===== config.mk =====
export PLATFORM = sky130hd
export DESIGN_NAME = vga_plot_arbiter
export DESIGN_NICKNAME = d
export VERILOG_FILES = /design/src/rtl/vga_pkg.sv /design/src/rtl/rr_pick3.sv /design/src/rtl/vga_plot_arbiter.sv
export SDC_FILE = /design/constraint.sdc
export NUM_CORES = 1
export LEC_CHECK = 0
export CORE_AREA = 4 4 112 61
export CTS_CLUSTER_SIZE = 12
export DETAILED_ROUTE_END_ITERATION = 6
export DIE_AREA = 0 0 116 65
export PLACE_DENSITY = 0.84
export SLEW_MARGIN = 40
export SYNTH_ARGS = -nofsm -noshare
export SYNTH_HDL_FRONTEND = slang
export SYNTH_SLANG_ARGS = --single-unit

===== constraint.sdc =====
create_clock -name clk -period 6.6 [get_ports clk]
set_input_delay 1.32 -clock clk [delete_from_list [all_inputs] [get_ports clk]]
set_output_delay 1.32 -clock clk [all_outputs]
set_load 0.05 [all_outputs]

===== src/rtl/vga_pkg.sv =====
// Shared constants and state type for the VGA plot arbiter.
package vga_pkg;

  localparam int unsigned SCREEN_W = 160;
  localparam int unsigned SCREEN_H = 120;
  localparam int unsigned NUM_ENG  = 3;
  localparam logic [15:0] WDOG_MAX = 16'hFFFF;

  typedef enum logic [1:0] {
    StIdle,
    StRun,
    StDrain
  } arb_state_e;

  function automatic logic [2:0] idx_to_onehot(input logic [1:0] idx);
    return 3'b001 << idx;
  endfunction

endpackage


===== src/rtl/rr_pick3.sv =====
// Combinational round-robin pick among three requesters, starting after 'last'.
module rr_pick3 (
  input  logic [2:0] req,
  input  logic [1:0] last,
  output logic       valid,
  output logic [1:0] idx
);

  logic [1:0] c0, c1, c2;

  function automatic logic [1:0] next_idx(input logic [1:0] i);
    return (i >= 2'd2) ? 2'd0 : i + 2'd1;
  endfunction

  always_comb begin
    c0    = next_idx(last);
    c1    = next_idx(c0);
    c2    = next_idx(c1);
    valid = |req;
    if (req[c0])      idx = c0;
    else if (req[c1]) idx = c1;
    else if (req[c2]) idx = c2;
    else              idx = 2'd0;
  end

endmodule


===== src/rtl/vga_plot_arbiter.sv =====
// Arbitrates three drawing engines onto one VGA adapter port with a
// start/done handshake, pixel clipping and a RUN-state watchdog.
module vga_plot_arbiter
  import vga_pkg::*;
(
  input  logic        clk,
  input  logic        rst,
  input  logic [2:0]  req,
  output logic [2:0]  grant,
  output logic [2:0]  eng_start,
  input  logic [2:0]  eng_done,
  input  logic [23:0] eng_x,
  input  logic [20:0] eng_y,
  input  logic [8:0]  eng_colour,
  input  logic [2:0]  eng_plot,
  output logic [7:0]  vga_x,
  output logic [6:0]  vga_y,
  output logic [2:0]  vga_colour,
  output logic        vga_plot,
  output logic        busy,
  output logic        wdog_err
);

  localparam logic [7:0] ScreenWx = 8'(SCREEN_W);
  localparam logic [6:0] ScreenHy = 7'(SCREEN_H);

  arb_state_e  state_q, state_d;
  logic [1:0]  owner_q, owner_d, last_q, last_d;
  logic [15:0] wdog_q, wdog_d, wdog_inc;
  logic [2:0]  grant_q, grant_d, start_q, start_d;
  logic        err_q, err_d, busy_q, plot_q, plot_d;
  logic [7:0]  x_q, x_d, own_x;
  logic [6:0]  y_q, y_d, own_y;
  logic [2:0]  col_q, col_d, own_col;
  logic        own_done, own_plot;
  logic        pick_valid;
  logic [1:0]  pick_idx;

  rr_pick3 u_pick (
    .req   (req),
    .last  (last_q),
    .valid (pick_valid),
    .idx   (pick_idx)
  );

  // Only the owner's lanes are ever looked at.
  always_comb begin
    case (owner_q)
      2'd1: begin
        own_done = eng_done[1]; own_plot = eng_plot[1];
        own_x = eng_x[15:8]; own_y = eng_y[13:7]; own_col = eng_colour[5:3];
      end
      2'd2: begin
        own_done = eng_done[2]; own_plot = eng_plot[2];
        own_x = eng_x[23:16]; own_y = eng_y[20:14]; own_col = eng_colour[8:6];
      end
      default: begin
        own_done = eng_done[0]; own_plot = eng_plot[0];
        own_x = eng_x[7:0]; own_y = eng_y[6:0]; own_col = eng_colour[2:0];
      end
    endcase
  end

  always_comb begin
    state_d  = state_q;
    owner_d  = owner_q;
    last_d   = last_q;
    wdog_d   = wdog_q;
    grant_d  = grant_q;
    start_d  = start_q;
    err_d    = 1'b0;
    wdog_inc = wdog_q + 16'd1;
    case (state_q)
      StIdle: begin
        if (pick_valid) begin
          owner_d = pick_idx;
          grant_d = idx_to_onehot(pick_idx);
          start_d = idx_to_onehot(pick_idx);
          wdog_d  = 16'd0;
          state_d = StRun;
        end
      end
      StRun: begin
        wdog_d = wdog_inc;
        if (own_done) begin
          start_d = 3'b000;
          last_d  = owner_q;
          state_d = StDrain;
        end else if (wdog_inc == WDOG_MAX) begin
          err_d   = 1'b1;
          start_d = 3'b000;
          last_d  = owner_q;
          state_d = StDrain;
        end
      end
      StDrain: begin
        if (!own_done) begin
          grant_d = 3'b000;
          state_d = StIdle;
        end
      end
      default: state_d = StIdle;
    endcase
  end

  // Pixel path; a plot on the exiting RUN cycle is dropped so DRAIN stays quiet.
  always_comb begin
    x_d    = x_q;
    y_d    = y_q;
    col_d  = col_q;
    plot_d = 1'b0;
    if (state_q == StRun) begin
      x_d    = own_x;
      y_d    = own_y;
      col_d  = own_col;
      plot_d = (state_d == StRun) && own_plot && (own_x < ScreenWx) && (own_y < ScreenHy);
    end
  end

  always_ff @(posedge clk or posedge rst) begin
    if (rst) begin
      state_q <= StIdle;
      owner_q <= 2'd0;
      last_q  <= 2'd2;
      wdog_q  <= 16'd0;
      grant_q <= 3'b000;
      start_q <= 3'b000;
      err_q   <= 1'b0;
      busy_q  <= 1'b0;
      plot_q  <= 1'b0;
      x_q     <= 8'd0;
      y_q     <= 7'd0;
      col_q   <= 3'd0;
    end else begin
      state_q <= state_d;
      owner_q <= owner_d;
      last_q  <= last_d;
      wdog_q  <= wdog_d;
      grant_q <= grant_d;
      start_q <= start_d;
      err_q   <= err_d;
      busy_q  <= (state_d != StIdle);
      plot_q  <= plot_d;
      x_q     <= x_d;
      y_q     <= y_d;
      col_q   <= col_d;
    end
  end

  assign grant      = grant_q;
  assign eng_start  = start_q;
  assign wdog_err   = err_q;
  assign busy       = busy_q;
  assign vga_plot   = plot_q;
  assign vga_x      = x_q;
  assign vga_y      = y_q;
  assign vga_colour = col_q;

endmodule


# Word-level counts from Yosys, hierarchy flattened
# Cells that the tools add are included.
# totals
reg_bits,49
input_bits,65
out_inout_bits,27
word_cells,84
# op_classes
addsub,4
shift,1
reduce_logical,14
n_eq_ne,9
n_mux,36
order_cmp,8
# op_table
operator,count
16-bit case mux with 2 select lines,1
2-bit two-way mux,12
3-bit case mux with 2 select lines,3
"16-bit by 1-bit adder with 16-bit output, second input constant",1
"16-bit equality test, second input constant",1
16-bit two-way mux,1
8-bit case mux with 2 select lines,1
7-bit case mux with 2 select lines,1
3-bit two-way mux,4
"2-bit by 3-bit < comparator with 1-bit output, second input constant",3
"8-bit < comparator, second input constant",1
2-bit nonzero test,4
"7-bit < comparator, second input constant",1
1-bit two-way mux,7
"2-bit by 1-bit adder with 2-bit output, second input constant",3
1-bit binary-select mux with 2-bit select,3
"2-bit by 1-bit equality test with 1-bit output, second input constant",3
"2-bit >= comparator, second input constant",3
2-bit case mux with 3 select lines,1
2-bit AND reduction,3
3-bit AND reduction,2
"2-bit equality test, second input constant",2
"2-bit != test, second input constant",2
1-bit case mux with 2 select lines,2
other kinds (5),7

# Logic depth before layout (Yosys ltp)
# depth
word_depth,14
mapped_depth,8
mapped_depth_nobuf,7

# Modules after synthesis
# From an unflattened synthesis, not the netlist that was laid out.
# unflattened
cells_unflattened,333
area_unflattened_um2,2877.8
# modules_own_cells
module,cells_each,seq_area_each_um2,instances,area_per_inst_um2
vga_plot_arbiter,325,1227.4,1,2819.0
rr_pick3,8,0.0,1,58.8

# Least setup slack after synthesis
# No wires, ideal clock.
# synth_path
kind,input to register
from,input port req[0]
to,register wdog_q[12]
cell_stages,5
path_slack_ns,4.055
arrival_time_ns,2.435
path_buffers,1
required_ns,6.490
setup_ns,0.110
path_cell_list,o31ai_1 > and2_1 > clkbuf_1 > o21ai_0 > o41ai_1
# synth_between
elab_chain_len,3
# synth_rtl
element,line_no,rtl
"start, declared",vga_plot_arbiter.sv:8,"input logic [2:0] req,"
3-bit OR reduction,rr_pick3.sv:19,valid = |req;
2-bit != test (no line),n/a,
2-bit AND reduction (no line),n/a,
"end signal, assigned",vga_plot_arbiter.sv:138,wdog_q <= wdog_d;
"end, declared",vga_plot_arbiter.sv:29,"logic [15:0] wdog_q, wdog_d, wdog_inc;"
# Every way passes these cells.
# A chain may end at the register's enable or synchronous reset.

# Final worst setup path
# Ends and elaborated chain as after synthesis.

==> summary.txt <==
Outcome
  • Status: finished, final reports clean

Clock tree
  • Latest clock arrival within the worst-skew pair: 0.29 ns
  • Clock-pin slew on the worst setup and hold paths: 0.06 ns
  • H-tree levels: 2
  • TritonCTS clock tree: built
  • Clock tree buffer depth: 2
  • Count of cells resized by post-cts repair: 0
  • CTS Sinks: 49
  • Clk Tree Root Cell: clkbuf_16
  • Setup repair bufs after CTS: 0
  • Number of buffers created by CTS: 5
  • Hold Buf Count CTS: 0

Final layout
  • Commonest cells after routing, fill and taps aside: clkdlybuf4s50_1 (91), dfrtp_1 (48), o21ai_0 (47), nand2_1 (37), nor2_1 (33)
  • Cell area after layout: 3910 um2
  • Commonest non-fill, non-tap cell in the layout: clkdlybuf4s50_1
  • Share of layout cells above drive strength 1: 4.15%
  • Layout area overhead: 36.8%
  • Antenna cells: 0
  • Nets: 478

Setup path
  • Required time of the critical path: 6.77 ns
  • Critical Path Stages: 5
  • Max FO, Critical Path: 21
  • Critical path launch point: req[0]
  • Worst r2r src: wdog_q[0]$_DFFE_PP0P_
  • WS Path Type: primary input to flip-flop
  • Worst path slowest cell: and2_1
  • CP arrival: 3.39 ns
  • Worst path bufs/invs: 1
  • Largest stage delay, worst path: 0.68 ns
  • Largest delay share family, worst path: compound AO/OA/AOI/OAI gates
  • Setup crit end kind: flip-flop
  • Worst-path cell chain: clkdlybuf4s50_1 -> o31ai_1 -> and2_1 -> o21ai_0 -> o41ai_1
  • R2r worst-path depth: 7
  • Startpoint type of the worst setup path: primary input

Power
  • PD cells: 448 nW/um2
  • Peak supply drop: 258 uV
  • Standby leakage power: 1.53 nW

Die
  • Std-Cell Rows: 20
  • I/O Pins: 92
  • Core area: 5860 um2
  • Die area: 7540 um2
  • Starting Density: 48.9%
  • Die Width: 116 um
  • Die Y: 65 um

Timing
  • RSZ-0062 raised after global routing: no
  • Final setup skew: 0.00529 ns
  • Fin crit share: 48.9%
  • Max-slew violation count: 0
  • Final setup fails: 0
  • Sum Neg Setup Slack: 0 ns
  • Slew HR: 51.3%
  • Final hold violation count: 0
  • Max Fclk: 0.310 GHz
  • Fin crit period: 3.23 ns
  • Slew @ Worst Pin: 0.731 ns

Route
  • Routed len/inst: 16.3 um
  • Routed WL: 7960 um
  • Vias per inst: 5.86
  • # DRC: 0
  • Via count: 2852
  • Routed Antenna Nets: 0
  • First drt pass iteration count: 5
  • Initial drt markers: 186

Job
  • Max Cap Viol: 0

Global routing
  • Pin count of the biggest net entering global routing: 50
  • GR Overflow Total: 0
  • Vias in the first global route: 2657
  • Initial antenna violation count: 0
  • All-Layer GR Usage: 21.4%
  • Global-route wire length before repair: 13100 um

Min path
  • Hold Crit Start: vga_x[4]$_DFFE_PP0P_
  • HP Class: flip-flop to flip-flop
  • Worst Hold Depth: 2

Yosys
  • EDFF count, synth: 0
  • Syn. warnings: 0
  • Syn Std Cell Area: 2860 um2
  • Cells after synthesis: 335
  • Post-synthesis sequential area ratio: 42.9%
  • Synth unique cells: 47
  • Number of synthesized register bits: 49
  • Ys flop type: dfrtp_1
  • FFs w/ async S/R, synth: 100%
  • Synth Net Count: 404
  • Syn_area_per_cell: 8.54 um2

Placement
  • I/O Buffers: 91
  • Post-detail-place hpwl: 5850 um
  • GP Congestion: 0.913
  • Cell Area, Placed: 3740 um2
-- power breakdown --
group | switching, mW | internal [mW] | total [mW]
registers | 0.0882 | 0.400 | 0.489
clock network | 0.111 | 0.180 | 0.290
logic | 0.649 | 0.324 | 0.973
-- logic make-up after synthesis --
| kind of cell | synth area share, % |
|---|---|
| AND/OR/NAND/NOR | 21.5 |
| AO/OA/AOI/OAI | 27.0 |
| XOR/XNOR | 0.918 |
| flip-flops | 42.9 |
| adder cells (fa/ha/maj) | 1.75 |
| buffers and inverters | 5.99 |
-- layer usage --
metal  share of wire, %  vias up  track usage, %
li1                   -     1382               -
met1                 47     1361            32.5
met2                 45      106            31.7
met3                7.5        3            5.78
met4               0.16        0            2.03
met5                  0        -               0
-- per-stage QoR --
stage / hold WS, ns / power (mW) / utilization, % / cells / setup WS (ns)
3_3_place_gp: 0.462 / 1.43 / 63.8 / 479 / 3.18
4_1_cts: 0.484 / 1.76 / 66.8 / 487 / 3.36
6_report: 0.478 / 1.75 / 66.8 / 487 / 3.37
5_1_grt: 0.501 / 1.87 / 66.8 / 487 / 3.15
3_5_place_dp: 0.470 / 1.46 / 63.9 / 479 / 3.04
2_1_floorplan: 0.451 / 1.17 / - / 335 / 4.05
-- area by class of cell --
| class | instances | area (um2) |
|---|---|---|
| clock buffers | 6 | 129 |
| clock inverters | 2 | 38.8 |
| fillers | 497 | 1940 |
| inverters | 9 | 36.3 |
| multi-input cells | 252 | 1470 |
| flip-flops and latches | 49 | 1230 |
| well taps | 77 | 96.3 |
| repair buffers | 92 | 918 |
-- worst register-to-register path: cells and delay by family, from the launching register on --
kind                       cells  cell delay (ns)
AOI/OAI and AO/OA              3             1.05
and+or+nand+nor                3             0.88
adders and majority gates      1             0.38
DFF                            1             0.57
-- cells in the mapped netlist, types with 5 or more instances --
cell	count	area [um2]
dfrtp_1	48	1200
o21ai_0	47	235
nand2_1	37	139
nor2_1	33	124
a21oi_1	26	130
a22oi_1	20	150
clkbuf_1	14	52.6
inv_1	9	33.8
nand3_1	7	35.0
nand4_1	7	43.8
nor4_1	7	43.8
a31oi_1	6	37.5
nor2b_1	5	31.3
o31ai_1	5	37.5
-- flip-flops by register name, indices dropped and copies added (netlist names) --
name	cells
vga_colour	3
owner_q	2
busy	1
state_q	2
wdog_q	16
grant	3
last_q	2
vga_y	7
wdog_err	1
eng_start	3
vga_x	8
vga_plot	1
-- final timing paths --
kind	endpoint	slack (ns)
min in group asynchronous	vga_y[1]$_DFFE_PP0P_	1.46
setup reg to reg	last_q[0]$_DFFE_PP0P_	3.64
setup / recovery	wdog_q[12]$_DFFE_PP0P_	3.37
hold / removal	vga_x[4]$_DFFE_PP0P_	0.48
max in group asynchronous	vga_x[6]$_DFFE_PP0P_	4.73
hold reg to reg	vga_x[4]$_DFFE_PP0P_	0.48
Power figures use the tool's default switching activity.
